===== src/rtl/noc_packet_sink_pkg.sv =====
// Shared NoC definitions for the packet sink: flit field map, marker codes,
// error-bit indices and the receiver FSM state encoding.
// Flit layout, MSB first: {H marker, src X, src Y, dst X, dst Y, TYPE, PACK_ORDER, LEN, E marker, pad}.
package noc_packet_sink_pkg;

  localparam int NOC_DATA_WIDTH = 64;
  localparam int NOC_ID_X_WIDTH = 4;
  localparam int NOC_ID_Y_WIDTH = 4;
  localparam int AXI_LEN_BIT    = 8;
  localparam int NOC_MARK_WIDTH = 4;
  localparam int NOC_TYPE_WIDTH = 2;
  localparam int NOC_ORD_WIDTH  = 2;
  localparam int NOC_PAD_WIDTH  = NOC_DATA_WIDTH - 2 * NOC_MARK_WIDTH
                                  - 2 * NOC_ID_X_WIDTH - 2 * NOC_ID_Y_WIDTH
                                  - NOC_TYPE_WIDTH - NOC_ORD_WIDTH - AXI_LEN_BIT;

  // Framing markers carried in the H and E marker fields.
  localparam logic [NOC_MARK_WIDTH-1:0] NOC_HEAD_H = 4'hA;
  localparam logic [NOC_MARK_WIDTH-1:0] NOC_HEAD_E = 4'h5;
  localparam logic [NOC_MARK_WIDTH-1:0] NOC_TAIL_H = 4'hC;
  localparam logic [NOC_MARK_WIDTH-1:0] NOC_TAIL_E = 4'h3;

  // Bit positions inside pkt_err.
  localparam int ERR_UNTERM   = 0;
  localparam int ERR_MARKER   = 1;
  localparam int ERR_MISROUTE = 2;
  localparam int ERR_LEN      = 3;
  localparam int ERR_TIMEOUT  = 4;
  localparam int ERR_W        = 5;

  // Field map of a header (and, for the marker fields, of a tail) flit.
  typedef struct packed {
    logic [NOC_MARK_WIDTH-1:0] h_mark;
    logic [NOC_ID_X_WIDTH-1:0] src_x;
    logic [NOC_ID_Y_WIDTH-1:0] src_y;
    logic [NOC_ID_X_WIDTH-1:0] dst_x;
    logic [NOC_ID_Y_WIDTH-1:0] dst_y;
    logic [NOC_TYPE_WIDTH-1:0] typ;
    logic [NOC_ORD_WIDTH-1:0]  pack_order;
    logic [AXI_LEN_BIT-1:0]    len;
    logic [NOC_MARK_WIDTH-1:0] e_mark;
    logic [NOC_PAD_WIDTH-1:0]  pad;
  } hdr_t;

  typedef enum logic [1:0] {
    ST_IDLE   = 2'd0,
    ST_BODY   = 2'd1,
    ST_REPORT = 2'd2
  } state_e;

endpackage


===== src/rtl/noc_flit_decode.sv =====
// Purpose: combinational field extraction and marker / destination checks on one flit.
// Latency: zero cycles (pure combinational).
// Backpressure: none; it only observes the flit.
// Ports: flit in; src_x/src_y/len out; head_mark_ok, tail_mark_ok, dst_hit out.
module noc_flit_decode
  import noc_packet_sink_pkg::*;
#(
  parameter logic [NOC_ID_X_WIDTH-1:0] X_ID = '0,
  parameter logic [NOC_ID_Y_WIDTH-1:0] Y_ID = '0
) (
  input  logic [NOC_DATA_WIDTH-1:0] flit,
  output logic [NOC_ID_X_WIDTH-1:0] src_x,
  output logic [NOC_ID_Y_WIDTH-1:0] src_y,
  output logic [AXI_LEN_BIT-1:0]    len,
  output logic                      head_mark_ok,
  output logic                      tail_mark_ok,
  output logic                      dst_hit
);

  hdr_t f;
  logic unused_fields;

  assign f = hdr_t'(flit);

  assign src_x        = f.src_x;
  assign src_y        = f.src_y;
  assign len          = f.len;
  assign head_mark_ok = (f.h_mark == NOC_HEAD_H) && (f.e_mark == NOC_HEAD_E);
  assign tail_mark_ok = (f.h_mark == NOC_TAIL_H) && (f.e_mark == NOC_TAIL_E);
  assign dst_hit      = (f.dst_x == X_ID) && (f.dst_y == Y_ID);

  // TYPE, PACK_ORDER and pad are not needed by the sink.
  assign unused_fields = ^{f.typ, f.pack_order, f.pad};

endmodule


===== src/rtl/noc_packet_sink.sv =====
// Purpose: NoC local-port receiver; checks packet framing and emits one report per packet.
// Latency: accepted tail (or second header / timeout) at cycle N gives pkt_done at N+1.
// Backpressure: ready in IDLE/BODY; ready drops for the one REPORT cycle unless a new header is already open.
// Ports: noc_clk, noc_rst_n; receive_* flit stream in; pkt_* report, orphan_err, pkt_total, err_total out.
module noc_packet_sink
  import noc_packet_sink_pkg::*;
#(
  parameter logic [NOC_ID_X_WIDTH-1:0] X_ID    = '0,
  parameter logic [NOC_ID_Y_WIDTH-1:0] Y_ID    = '0,
  parameter int                        CNT_W   = 8,
  parameter int                        TIMEOUT = 256
) (
  input  logic                      noc_clk,
  input  logic                      noc_rst_n,
  input  logic                      receive_valid,
  output logic                      receive_ready,
  input  logic [NOC_DATA_WIDTH-1:0] receive_flit,
  input  logic                      receive_is_header,
  input  logic                      receive_is_tail,
  output logic                      pkt_done,
  output logic [NOC_ID_X_WIDTH-1:0] pkt_src_x,
  output logic [NOC_ID_Y_WIDTH-1:0] pkt_src_y,
  output logic [AXI_LEN_BIT-1:0]    pkt_len,
  output logic [CNT_W-1:0]          pkt_data_cnt,
  output logic [ERR_W-1:0]          pkt_err,
  output logic                      orphan_err,
  output logic [CNT_W-1:0]          pkt_total,
  output logic [CNT_W-1:0]          err_total
);

  localparam int IDLE_W = (TIMEOUT > 1) ? $clog2(TIMEOUT + 1) : 1;
  localparam int CMP_W  = (CNT_W > AXI_LEN_BIT) ? CNT_W : AXI_LEN_BIT;

  // Decoded view of the incoming flit.
  logic [NOC_ID_X_WIDTH-1:0] dec_src_x;
  logic [NOC_ID_Y_WIDTH-1:0] dec_src_y;
  logic [AXI_LEN_BIT-1:0]    dec_len;
  logic                      head_ok, tail_ok, dst_hit;

  noc_flit_decode #(.X_ID(X_ID), .Y_ID(Y_ID)) u_decode (
    .flit         (receive_flit),
    .src_x        (dec_src_x),
    .src_y        (dec_src_y),
    .len          (dec_len),
    .head_mark_ok (head_ok),
    .tail_mark_ok (tail_ok),
    .dst_hit      (dst_hit)
  );

  state_e state_q, state_d;

  // Working copy of the open packet.
  logic [NOC_ID_X_WIDTH-1:0] src_x_q, src_x_d;
  logic [NOC_ID_Y_WIDTH-1:0] src_y_q, src_y_d;
  logic [AXI_LEN_BIT-1:0]    len_q, len_d;
  logic [CNT_W-1:0]          cnt_q, cnt_d;
  logic [ERR_W-1:0]          err_q, err_d;
  logic [IDLE_W-1:0]         idle_q, idle_d;
  logic                      pend_q, pend_d;

  // Report registers, held until the next report.
  logic [NOC_ID_X_WIDTH-1:0] rpt_src_x_q, rpt_src_x_d;
  logic [NOC_ID_Y_WIDTH-1:0] rpt_src_y_q, rpt_src_y_d;
  logic [AXI_LEN_BIT-1:0]    rpt_len_q, rpt_len_d;
  logic [CNT_W-1:0]          rpt_cnt_q, rpt_cnt_d;
  logic [ERR_W-1:0]          rpt_err_q, rpt_err_d;
  logic                      orphan_q, orphan_d;
  logic [CNT_W-1:0]          pkt_total_q, pkt_total_d;
  logic [CNT_W-1:0]          err_total_q, err_total_d;

  logic              acc, hdr_acc, tail_acc, data_acc;
  logic              body_active, timeout_hit, rpt_fire;
  logic [IDLE_W-1:0] idle_inc;
  logic [ERR_W-1:0]  rpt_flags;

  assign acc      = receive_valid && receive_ready;
  assign hdr_acc  = acc && receive_is_header;
  // A flit flagged as both header and tail is handled as a header.
  assign tail_acc = acc && receive_is_tail && !receive_is_header;
  assign data_acc = acc && !receive_is_tail && !receive_is_header;

  // The unterminated path opens the next packet on the same edge that loads
  // the report, so the REPORT cycle then behaves as a BODY cycle for it.
  assign body_active = (state_q == ST_BODY) || ((state_q == ST_REPORT) && pend_q);

  assign idle_inc    = idle_q + IDLE_W'(1);
  assign timeout_hit = (TIMEOUT != 0) && body_active && !acc &&
                       (idle_inc == IDLE_W'(TIMEOUT));
  assign rpt_fire    = body_active && (hdr_acc || tail_acc || timeout_hit);

  // State register.
  always_ff @(posedge noc_clk or negedge noc_rst_n) begin
    if (!noc_rst_n) state_q <= ST_IDLE;
    else            state_q <= state_d;
  end

  // Next-state logic.
  always_comb begin
    state_d = state_q;
    case (state_q)
      ST_IDLE:   if (hdr_acc) state_d = ST_BODY;
      ST_BODY:   if (rpt_fire) state_d = ST_REPORT;
      ST_REPORT: begin
        if (rpt_fire)    state_d = ST_REPORT;
        else if (pend_q) state_d = ST_BODY;
        else             state_d = ST_IDLE;
      end
      default:   state_d = ST_IDLE;
    endcase
  end

  // FSM outputs.
  always_comb begin
    receive_ready = 1'b1;
    pkt_done      = 1'b0;
    if (state_q == ST_REPORT) begin
      pkt_done      = 1'b1;
      receive_ready = pend_q;
    end
  end

  // Datapath next-state.
  always_comb begin
    src_x_d     = src_x_q;
    src_y_d     = src_y_q;
    len_d       = len_q;
    cnt_d       = cnt_q;
    err_d       = err_q;
    idle_d      = idle_q;
    pend_d      = 1'b0;
    orphan_d    = 1'b0;
    rpt_src_x_d = rpt_src_x_q;
    rpt_src_y_d = rpt_src_y_q;
    rpt_len_d   = rpt_len_q;
    rpt_cnt_d   = rpt_cnt_q;
    rpt_err_d   = rpt_err_q;
    pkt_total_d = pkt_total_q;
    err_total_d = err_total_q;
    rpt_flags   = err_q;

    if (tail_acc) begin
      rpt_flags[ERR_MARKER] = err_q[ERR_MARKER] | !tail_ok;
      rpt_flags[ERR_LEN]    = (CMP_W'(cnt_q) != CMP_W'(len_q));
    end else if (hdr_acc) begin
      rpt_flags[ERR_UNTERM] = 1'b1;
    end else if (timeout_hit) begin
      rpt_flags[ERR_TIMEOUT] = 1'b1;
    end

    // Report is loaded on entry to REPORT; totals are bumped on the same
    // edge so they already include the packet while pkt_done is high.
    if (rpt_fire) begin
      rpt_src_x_d = src_x_q;
      rpt_src_y_d = src_y_q;
      rpt_len_d   = len_q;
      rpt_cnt_d   = cnt_q;
      rpt_err_d   = rpt_flags;
      pkt_total_d = pkt_total_q + CNT_W'(1);
      if ((rpt_flags != '0) && (err_total_q != '1))
        err_total_d = err_total_q + CNT_W'(1);
    end

    if (hdr_acc && ((state_q == ST_IDLE) || body_active)) begin
      src_x_d              = dec_src_x;
      src_y_d              = dec_src_y;
      len_d                = dec_len;
      cnt_d                = '0;
      idle_d               = '0;
      err_d                = '0;
      err_d[ERR_MARKER]    = !head_ok;
      err_d[ERR_MISROUTE]  = !dst_hit;
      pend_d               = body_active;
    end else if (state_q == ST_IDLE) begin
      orphan_d = acc;
    end else if (body_active) begin
      if (data_acc) begin
        idle_d = '0;
        if (cnt_q != '1) cnt_d = cnt_q + CNT_W'(1);
      end else if (!acc && !timeout_hit && (TIMEOUT != 0)) begin
        idle_d = idle_inc;
      end
    end
  end

  always_ff @(posedge noc_clk or negedge noc_rst_n) begin
    if (!noc_rst_n) begin
      src_x_q     <= '0;
      src_y_q     <= '0;
      len_q       <= '0;
      cnt_q       <= '0;
      err_q       <= '0;
      idle_q      <= '0;
      pend_q      <= 1'b0;
      orphan_q    <= 1'b0;
      rpt_src_x_q <= '0;
      rpt_src_y_q <= '0;
      rpt_len_q   <= '0;
      rpt_cnt_q   <= '0;
      rpt_err_q   <= '0;
      pkt_total_q <= '0;
      err_total_q <= '0;
    end else begin
      src_x_q     <= src_x_d;
      src_y_q     <= src_y_d;
      len_q       <= len_d;
      cnt_q       <= cnt_d;
      err_q       <= err_d;
      idle_q      <= idle_d;
      pend_q      <= pend_d;
      orphan_q    <= orphan_d;
      rpt_src_x_q <= rpt_src_x_d;
      rpt_src_y_q <= rpt_src_y_d;
      rpt_len_q   <= rpt_len_d;
      rpt_cnt_q   <= rpt_cnt_d;
      rpt_err_q   <= rpt_err_d;
      pkt_total_q <= pkt_total_d;
      err_total_q <= err_total_d;
    end
  end

  assign pkt_src_x    = rpt_src_x_q;
  assign pkt_src_y    = rpt_src_y_q;
  assign pkt_len      = rpt_len_q;
  assign pkt_data_cnt = rpt_cnt_q;
  assign pkt_err      = rpt_err_q;
  assign orphan_err   = orphan_q;
  assign pkt_total    = pkt_total_q;
  assign err_total    = err_total_q;

endmodule


===== config.mk =====
export PLATFORM = sky130hd
export DESIGN_NAME = noc_packet_sink
export DESIGN_NICKNAME = d
export VERILOG_FILES = /design/src/rtl/noc_packet_sink_pkg.sv /design/src/rtl/noc_flit_decode.sv /design/src/rtl/noc_packet_sink.sv
export SDC_FILE = /design/constraint.sdc
export NUM_CORES = 1
export LEC_CHECK = 0
export BUFFER_PORTS_ARGS = -buffer_cell sky130_fd_sc_hd__buf_2
export CORE_UTILIZATION = 40
export CTS_CLUSTER_SIZE = 40
export DETAILED_ROUTE_END_ITERATION = 6
export PLACE_DENSITY = 0.65
export SLEW_MARGIN = 20
export SYNTH_ARGS = -nofsm -noshare
export SYNTH_HDL_FRONTEND = slang
export SYNTH_SLANG_ARGS = --single-unit
export TNS_END_PERCENT = 5

===== constraint.sdc =====
create_clock -name noc_clk -period 3.4 [get_ports noc_clk]
set_input_delay 0 -clock noc_clk [delete_from_list [all_inputs] [get_ports noc_clk]]
set_output_delay 0 -clock noc_clk [all_outputs]
set_load 0.01 [all_outputs]

==> impl_metrics.ini <==
[status]
outcome = finished clean

[floorplanning]
die_area_sq_mm = 0.0104
die_y_um = 102
coreArea_sq_mm = 0.00973
die_w_um = 102
start_util_pct = 41.1
row_count = 36
ios = 117

[sta]
period_share_pct = 81.2
worstMarginPinSlew_ns = 0.781
fin_skew_ns = 0.0102
fmax_mhz = 362
setup_viol = 0
setup_ws_ns = 0.638
rsz0062_at_grt = false
tns_ns = 0
whs_ns = 0.0314
finalHoldViolCount = 0
period_needed_ns = 2.76
relSlewSlack_pct = 47.9
drv_slew = 0

[worst_setup_path]
crit_path_end_kind = register
critPathArrivalTime_ns = 3.01
cp.required_ns = 3.64
worstSetupStartpointType = register
cp_max_fo = 27
path_class = reg -> reg

[global_routing]
grt_pass1_vias = 2839
grt-ovfl-total = 0
grt_usage_pct = 16.5
grt_pass1_wl_mm = 13.4
grt_start_max_net_pins = 85
antenna_found_initial = 0

[power]
total_power_uw = 2910
power_density_mw_per_mm2 = 587
p_leak_uw = 0.00230
peakVddDrop_v = 0.000356

[place]
place_congestion = 0.820
post-place-ws_ns = 0.639
port_buffers = 84
dp_cells = 538
dp_hpwl_mm = 5.53

[cts]
clock_sinks = 84
cts_tree = yes
cts_buffer_depth = 2
clk_pin_slew_worst_paths_ns = 0.09
insertion_delay_ns = 0.36
cts_max_level = 3
cts.root.buffer_cell = clkbuf_8
numCtsBuffers = 9

[logic_synthesis]
synthCells = 333
syn-num-nets = 406
netlist_top_cells_area = dfrtp_1 (53%), mux2_1 (7.0%), mux2_2 (5.1%), xnor2_1 (3.9%), xor2_1 (2.8%)
yosysTopAreaCellShare_pct = 52.6
syn_area_sq_mm = 0.00400
avgSynthCellArea_sq_um = 12.0
synth-edff-count = 0
synth.most_common_cell = dfrtp_1
synth_seq_cells = 84
synthTopCellsByCount = dfrtp_1 (84), mux2_1 (25), nor2_1 (23)
yosys_warnings = 0
ys.flop_type = dfrtp_1
post-synth-top-area-cell = dfrtp_1
yosysSeqAreaShare_pct = 52.6
ys_types = 61
async_flop_share_pct = 100

[cells_and_area]
final_layout_size_suffix_gt1_share_pct = 30.6
areaGrowthSynthToFinish_pct = 24.0
stdcell_count = 577
nets = 512
n_antenna_cell = 0
nFillCells = 912

[flow_run]
cap_violations = 0

[routing]
drtAntennaViolNets = 0
drtIter0Drc = 82
drtPass1Iterations = 4
via_count = 2914
routed_wl_mm = 8.17
routed_via_density = 5.05
routedWlPerCell_um = 14.2
drc = 0

[hold_path]
hold_class = in -> reg
-- cells in the final DEF, fill, tap and decap left out, types with 2 or more instances in the layout --
| cell | n |
|---|---|
| a21o_1 | 2 |
| a21oi_1 | 3 |
| a221o_1 | 2 |
| a31o_2 | 2 |
| a31oi_1 | 4 |
| and3_1 | 5 |
| buf_2 | 83 |
| buf_4 | 3 |
| clkbuf_8 | 11 |
| dfrtp_1 | 84 |
| dlygate4sd3_1 | 23 |
| ha_1 | 4 |
| inv_1 | 9 |
| inv_6 | 2 |
| mux2_1 | 25 |
| mux2_2 | 18 |
| mux2i_1 | 3 |
| nand2_1 | 13 |
| nand2b_1 | 2 |
| nand3_1 | 13 |
| nand3b_1 | 2 |
| nand4_1 | 9 |
| nor2_1 | 23 |
| nor2b_1 | 2 |
| nor3_1 | 8 |
| nor4_1 | 5 |
| o211ai_1 | 4 |
| o21ai_0 | 11 |
| or2b_1 | 2 |
| or3b_1 | 2 |
| xnor2_1 | 18 |
| xor2_1 | 13 |
-- area by class of cell --
| class | count | area [sq um] | area share, % |
|---|---|---|---|
| Inverter | 9 | 33.8 | 0.682 |
| Tap cell | 133 | 166 | 3.36 |
| Sequential cell | 84 | 2100 | 42.4 |
| Multi-Input combinational cell | 224 | 1760 | 35.5 |
| Clock inverter | 5 | 42.5 | 0.859 |
| Timing Repair Buffer | 111 | 699 | 14.1 |
| Clock buffer | 11 | 151 | 3.06 |
-- final timing paths --
path | from | endpoint | slack [ns] | cells past startpoint
setup / recovery | idle_q[0] | pkt_src_y[3] | 0.64 | 8
hold / removal | receive_valid | state_q[0] | 0.03 | 2
min in group asynchronous | noc_rst_n | orphan_err | 0.24 | 2
hold reg to reg | pkt_total[7] | pkt_total[7] | 0.46 | 1
setup reg to reg | idle_q[0] | pkt_src_y[3] | 0.64 | 8
max in group asynchronous | noc_rst_n | pkt_src_x[0] | 2.60 | 2
-- registers in the layout (all words and copies together), names as in the netlist --
name and cells:
pkt_data_cnt 8, len_q 8, cnt_q 8, orphan_err 1
pkt_len 8, src_y_q 4, idle_q 9, pkt_src_y 4
pkt_err 5, err_q 2, pkt_src_x 4, src_x_q 4
pkt_total 8, pend_q 1, state_q 2, err_total 8
-- kinds of logic after synthesis --
logic type	share of synthesized area [%]
simple gates	14.2
flops	52.6
mux	12.9
compound gates	8.89
xor+xnor	6.80
buf+inv	3.38
fa+ha+maj	1.25
-- where the power goes --
group | internal, uW | switching [uW] | leakage [uW] | total, uW
registers | 1240 | 187 | 0.00107 | 1420
clock network | 316 | 374 | 0.000102 | 690
logic | 391 | 402 | 0.00113 | 793
-- stage by stage --
step	area [sq um]	util, %
after floorplan	4000	-
after global placement	4530	46.5
after detailed placement	4530	46.5
after CTS	4950	50.9
after global routing	4950	50.9
final	4950	50.9
-- repair_timing --
| action | 4_1_cts | 5_1_grt |
|---|---|---|
| endpoints found under the hold margin | 103 | 0 |
| gates resized for setup | 0 | 0 |
| buffers inserted | 0 | 0 |
| hold buffers | 23 | 0 |
-- layer usage --
metal / vias to the layer above / routed length (um) / global-route usage (%)
li1: 1408 / - / -
met1: 1433 / 3740 / 21.4
met2: 64 / 4010 / 27.8
met3: 9 / 305 / 3.63
met4: 0 / 104 / 5.27
met5: - / 0 / 0
-- worst max-delay path, stage by stage, from the launching register on --
cell,delay [ns]
dfrtp_1,0.42
ha_1,0.31
a21bo_1,0.20
a2111o_1,0.39
a32oi_4,0.25
a41oi_4,0.26
nor2_8,0.23
buf_12,0.21
mux2_1,0.34
No activity file was read; power rests on OpenSTA's default activity.
